File: config.mk
export PLATFORM = sky130hd
export DESIGN_NAME = spi_slave_if_flat
export DESIGN_NICKNAME = d
export VERILOG_FILES = /design/src/rtl/spi_pkg.sv /design/src/rtl/spi_if.sv /design/src/rtl/spi_piso.sv /design/src/rtl/spi_slave_if.sv /design/src/flat_wrapper.sv
export SDC_FILE = /design/constraint.sdc
export NUM_CORES = 1
export LEC_CHECK = 0
export CORE_MARGIN = 4
export CORE_UTILIZATION = 53
export CTS_CLUSTER_DIAMETER = 30
export DETAILED_ROUTE_END_ITERATION = 10
export GPL_TIMING_DRIVEN = 0
export PLACE_DENSITY_LB_ADDON = 0.08
export SETUP_SLACK_MARGIN = 0.4
export SLEW_MARGIN = 20
export SYNTH_ARGS = -nofsm -noshare
export SYNTH_HDL_FRONTEND = slang
export SYNTH_SLANG_ARGS = --single-unit
File: constraint.sdc
create_clock -name clk -period 2.1 [get_ports clk]
set_clock_uncertainty 0.1 [all_clocks]
set_input_delay 0.42 -clock clk [delete_from_list [all_inputs] [get_ports clk]]
set_output_delay 0.42 -clock clk [all_outputs]
set_load 0.01 [all_outputs]
File: src/rtl/spi_pkg.sv
// Shared types and constants for the SPI slave front end of the SPI-RAM subsystem.
package spi_pkg;

    localparam int unsigned FRAME_W_DEFAULT = 10;
    localparam int unsigned DATA_W_DEFAULT  = 8;

    localparam logic [1:0] CMD_WR_ADDR = 2'b00;
    localparam logic [1:0] CMD_WR_DATA = 2'b01;
    localparam logic [1:0] CMD_RD_ADDR = 2'b10;
    localparam logic [1:0] CMD_RD_DATA = 2'b11;

    typedef enum logic [2:0] {
        StIdle,
        StChkCmd,
        StRx,
        StDone,
        StWaitTx,
        StTx
    } spi_state_e;

endpackage

File: src/rtl/spi_if.sv
// Serial pins plus the word-level handshake between the SPI slave and spi_ram.
interface spi_if
    import spi_pkg::*;
#(
    parameter int unsigned FRAME_W = FRAME_W_DEFAULT,
    parameter int unsigned DATA_W  = DATA_W_DEFAULT
) ();

    logic               ss_n;
    logic               mosi;
    logic               miso;
    logic [FRAME_W-1:0] rx_data;
    logic               rx_valid;
    logic [DATA_W-1:0]  tx_data;
    logic               tx_valid;

    modport slave (
        input  ss_n, mosi, tx_data, tx_valid,
        output miso, rx_data, rx_valid
    );

    // Environment side: the SPI master pins together with the spi_ram return path.
    modport master (
        output ss_n, mosi, tx_data, tx_valid,
        input  miso, rx_data, rx_valid
    );

endinterface

File: src/rtl/spi_piso.sv
// Parallel-in serial-out register for read-back bytes; MSB leaves first on miso.
module spi_piso #(
    parameter int unsigned DATA_W = 8
) (
    input  logic              clk,
    input  logic              rst,
    input  logic              load,
    input  logic              shift,
    input  logic              oe,
    input  logic [DATA_W-1:0] din,
    output logic              miso
);

    logic [DATA_W-1:0] sreg_q;

    always_ff @(posedge clk) begin
        if (rst) begin
            sreg_q <= '0;
        end else if (load) begin
            sreg_q <= din;
        end else if (shift) begin
            sreg_q <= {sreg_q[DATA_W-2:0], 1'b0};
        end
    end

    // Line is held low outside the transmit window.
    always_comb miso = oe & sreg_q[DATA_W-1];

endmodule

File: src/rtl/spi_slave_if.sv
// SPI slave: deserialises MSB-first frames into command words and returns read bytes on miso.
module spi_slave_if
    import spi_pkg::*;
#(
    parameter int unsigned FRAME_W = FRAME_W_DEFAULT,
    parameter int unsigned DATA_W  = DATA_W_DEFAULT
) (
    input  logic  clk,
    input  logic  rst,
    spi_if.slave  bus
);

    localparam int unsigned CNT_W = $clog2(FRAME_W);

    spi_state_e         state_q, state_d;
    logic [CNT_W-1:0]   cnt_q, cnt_d;
    logic [FRAME_W-1:0] shreg_q, shreg_d;
    logic [FRAME_W-1:0] rx_data_q, rx_data_d;
    logic               rx_valid_q, rx_valid_d;
    logic               tx_load, tx_shift;

    always_ff @(posedge clk) begin
        if (rst) begin
            state_q    <= StIdle;
            cnt_q      <= '0;
            shreg_q    <= '0;
            rx_data_q  <= '0;
            rx_valid_q <= 1'b0;
        end else begin
            state_q    <= state_d;
            cnt_q      <= cnt_d;
            shreg_q    <= shreg_d;
            rx_data_q  <= rx_data_d;
            rx_valid_q <= rx_valid_d;
        end
    end

    always_comb begin
        state_d    = state_q;
        cnt_d      = cnt_q;
        shreg_d    = shreg_q;
        rx_data_d  = rx_data_q;
        rx_valid_d = 1'b0;
        tx_load    = 1'b0;
        tx_shift   = 1'b0;

        // Deselect aborts any frame in progress, including on the final bit's edge.
        if (state_q != StIdle && bus.ss_n) begin
            state_d = StIdle;
        end else begin
            case (state_q)
                StIdle: begin
                    if (!bus.ss_n) state_d = StChkCmd;
                end
                StChkCmd: begin
                    shreg_d[FRAME_W-1] = bus.mosi;
                    cnt_d              = CNT_W'(FRAME_W - 2);
                    state_d            = StRx;
                end
                StRx: begin
                    shreg_d[cnt_q] = bus.mosi;
                    if (cnt_q == '0) begin
                        rx_data_d  = shreg_d;
                        rx_valid_d = 1'b1;
                        state_d    = (shreg_d[FRAME_W-1 -: 2] == CMD_RD_DATA) ? StWaitTx : StDone;
                    end else begin
                        cnt_d = cnt_q - 1'b1;
                    end
                end
                StDone: begin
                    // Trailing bits are ignored until deselect.
                end
                StWaitTx: begin
                    if (bus.tx_valid) begin
                        tx_load = 1'b1;
                        cnt_d   = CNT_W'(DATA_W - 1);
                        state_d = StTx;
                    end
                end
                StTx: begin
                    if (cnt_q == '0) begin
                        state_d = StDone;
                    end else begin
                        tx_shift = 1'b1;
                        cnt_d    = cnt_q - 1'b1;
                    end
                end
                default: state_d = StIdle;
            endcase
        end
    end

    spi_piso #(
        .DATA_W (DATA_W)
    ) u_piso (
        .clk   (clk),
        .rst   (rst),
        .load  (tx_load),
        .shift (tx_shift),
        .oe    (state_q == StTx),
        .din   (bus.tx_data),
        .miso  (bus.miso)
    );

    assign bus.rx_data  = rx_data_q;
    assign bus.rx_valid = rx_valid_q;

endmodule

File: src/flat_wrapper.sv
// flat-port wrapper written by rule: the top's interface ports become plain ports
module spi_slave_if_flat import spi_pkg::*;
#(
    parameter int unsigned FRAME_W = FRAME_W_DEFAULT,
    parameter int unsigned DATA_W  = DATA_W_DEFAULT
)
  (clk, rst, bus_ss_n, bus_mosi, bus_tx_data, bus_tx_valid, bus_miso, bus_rx_data, bus_rx_valid);
  spi_if #(.FRAME_W(FRAME_W), .DATA_W(DATA_W)) bus_i ();
  input  logic clk;
  input  logic rst;
  input wire logic [$bits(bus_i.ss_n)-1:0] bus_ss_n;
  input wire logic [$bits(bus_i.mosi)-1:0] bus_mosi;
  input wire logic [$bits(bus_i.tx_data)-1:0] bus_tx_data;
  input wire logic [$bits(bus_i.tx_valid)-1:0] bus_tx_valid;
  output wire logic [$bits(bus_i.miso)-1:0] bus_miso;
  output wire logic [$bits(bus_i.rx_data)-1:0] bus_rx_data;
  output wire logic [$bits(bus_i.rx_valid)-1:0] bus_rx_valid;
  assign bus_i.ss_n = bus_ss_n;
  assign bus_i.mosi = bus_mosi;
  assign bus_i.tx_data = bus_tx_data;
  assign bus_i.tx_valid = bus_tx_valid;
  assign bus_miso = bus_i.miso;
  assign bus_rx_data = bus_i.rx_data;
  assign bus_rx_valid = bus_i.rx_valid;
  spi_slave_if #(.FRAME_W(FRAME_W), .DATA_W(DATA_W)) u_core (.clk(clk), .rst(rst), .bus(bus_i));
endmodule
==> out/summary.txt <==
Critical Path Source Type: flip-flop
Ys async rst share: 0
Nets: 279
Hold crit path type: reg2reg
TritonCTS buffer count: 5
Status: completed
Depth of the most critical reg-to-reg path: 7
Post-synthesis area per instance: 8.57 µm²
Worst path slowest cell: or4_4
Reg2reg end: u_core.bus.rx_data[0]
CTS clk-pin slew, worst paths: 110 ps
Port Buf Inserts: 23
WP data required: 2280 ps
Vias: 1792
Core Footprint: 3100 µm²
Slew headroom: 0.478
Top cells by area, synth: dfxtp_1 (40%), mux2i_1 (9.7%), nor2_1 (7.1%)
Seq/Total Area, Yosys: 0.401
Gr ovfl total: 0
Worst Hold Depth: 2
M2 GR Usage: 0.386
RSZ-0062 raised after global routing: true
Placer Congestion: 0.830
DRC: 0
CP max stage delay: 440 ps
Pre-CTS setup slack: -198 ps
HPWL after detailed placement: 2960 µm
CP Data Arrival Time: 2100 ps
First-pass GRT wire length: 8000 µm
Initial antenna violation count: 0
Cells after synthesis: 204
CTS root buf: clkbuf_4
Flops & latches, synth: 35
Post-Syn Nets: 222
Clock tree buffer depth: 2
Clk Latency, worst-skew pair: 340 ps
Final Cell Area: 2610 µm²
I/O pin count: 25
Layout area overhead: 49.1%
Die footprint: 4280 µm²
Final min period: 1910 ps
Final ANT Viol Nets: 0
Fin. Hold Viols: 0
DRT Pass-1 Iters: 5
Tightest Pin Transition: 783 ps
Critical Path End Type: flip-flop
Power density cells: 565 nW/µm²
Peak VDD IR: 0.438 mV
CP Cell Sequence: inv_4 > ha_4 > or3b_4 > or4_4 > buf_8 > clkinv_4 > a22o_1
Die X: 65.5 µm
Pleak: 1.06 nW
H-tree levels: 2
Fraction of layout cells with a size suffix above 1: 0.366
Busiest grt layer: met2
Synth area leader: dfxtp_1
# diodes: 0
Worst r2r src: u_core.cnt_q[0]
Final setup viols: 0
GRT Total Usage: 0.242
Number of vias per cell: 5.86
DR WL/cell: 17.0 µm
F_max: 0.523 GHz
Largest net degree at the start of global routing: 12
Hold Path End: u_core.bus.rx_data[4]
Synthesized cell area: 1750 µm²
Period utilization: 0.911
M3 GR Usage: 0.0632
Synth cell types: 40
Std cell rows: 20
Yosys warns: 0
CP Max Fanout: 10
Post-synth EDFFs: 0
Final WS setup: 188 ps
Main synth FF type: dfxtp_1
Met1 GRT Util: 0.314
Vias in the first global route: 1714
Detailed Route WL: 5210 µm
CTS sink cnt: 35
Initial cell density of the core: 0.564
Final Max Tran Viols: 0
Final Total Pwr: 0.00147 W
DP Area: 2060 µm²
Die height: 65.5 µm
Post-placement cell count: 271
Yosys top cell area share: 0.401
Final std cells w/o fill: 306
Maxcap violations: 0
R2R setup slack: 190 ps
Layout Utilization: 0.841
CTS tree: built
Hold_sp: u_core.bus.rx_data[4]
DR iter-0 viols: 155
Crit path kind: reg2reg
[registers in the layout (all words and copies together), names as in the netlist]
name                  count
u_core.u_piso.sreg_q      8
u_core.state_q            3
u_core.cnt_q              4
u_core.bus.rx_data       10
u_core.shreg_q            9
u_core.bus.rx_valid       1
[report_power, final]
part	total, W	internal, W	leakage [nW]	switching (W)
clock	0.000514	0.000281	0.0482	0.000232
sequential	0.000693	0.000680	0.286	0.0000124
combinational	0.000266	0.000130	0.723	0.000136
[cell families (layout without fill, tap and decap cells)]
family / after synthesis / after routing / synth area share
and+or+nand+nor: 75 / 75 / 0.211
AOI/OAI and AO/OA: 52 / 52 / 0.198
DFF: 35 / 35 / 0.401
buffers and inverters: 20 / 78 / 0.0572
muxes: 17 / 17 / 0.0973
adders and majority gates: 5 / 5 / 0.0358
[per-stage QoR]
| step | hold WS [ps] | setup TNS (ps) |
|---|---|---|
| global route | 376 | 0 |
| finish | 358 | 0 |
| CTS | 336 | 0 |
| floorplan | 363 | 0 |
| global placement | 338 | -780 |
| detailed placement | 343 | -1220 |
[layer usage]
layer,up-vias,part of all wire
met5,-,0
met4,0,0.013
met3,10,0.055
met2,78,0.49
met1,870,0.44
li1,834,-
[final cells by class]
class	count	area, µm²
multi-input combinational	149	1140
sequential	35	714
fill	206	494
timing repair buffer	50	457
buffer	15	128
tap	44	55.1
clock buffer	6	51.3
clock inverter	2	35.0
inverter	5	31.3
[synth_stat cells (3+ instances only)]
library cell	number
a211oi_1	16
a21oi_1	8
buf_2	4
clkbuf_1	7
dfxtp_1	35
ha_1	5
inv_1	3
mux2i_1	17
nand2_1	19
nand2b_1	7
nand3b_1	3
nor2_1	33
o21ai_0	4
o21ai_1	9
o22ai_1	3
[placed cells by master (no fill, tap or decap), types with 3 or more instances in the layout]
cell type         n
a211oi_1          6
a211oi_2         10
a21oi_1           7
buf_4            22
buf_6            10
buf_8             3
clkbuf_1          4
clkbuf_4          5
clkdlybuf4s50_1  11
dfxtp_1          30
dfxtp_4           3
dlygate4sd2_1    11
ha_1              3
mux2i_1          16
nand2_1          18
nand2b_1          5
nand3b_1          3
nor2_1           22
nor2_2            9
nor2_4            3
o21ai_0           4
o21ai_1           8
o22ai_1           3
[what timing repair did]
action	in CTS	in global routing
gates resized for setup	46	46
hold endpoints to repair	0	0
hold buffers	0	0
cloned	1	1
pin swaps	10	8
endpoints found under the setup margin	46	35
buffers inserted	17	8
[worst max-delay path: cells and delay by family, from the launching register on]
kind / cells / cell delay (ps)
AO/OA/AOI/OAI: 1 / 140
adder cells (fa/ha/maj): 1 / 140
buffers and inverters: 3 / 270
flip-flops: 1 / 380
AND/OR/NAND/NOR: 2 / 830
[worst max path at each step]
stage / start / end / slack, ps
4_1_cts: u_core.state_q[1] / bus_miso / 190
3_3_place_gp: bus_ss_n / u_core.cnt_q[0] / -170
3_5_place_dp: bus_ss_n / u_core.state_q[1] / -200
6_report: u_core.cnt_q[0] / u_core.bus.rx_data[0] / 190
5_1_grt: u_core.cnt_q[1] / u_core.u_piso.sreg_q[0] / 120
2_1_floorplan: u_core.cnt_q[1] / u_core.bus.rx_data[0] / 320
Power figures use the tool's default switching activity.
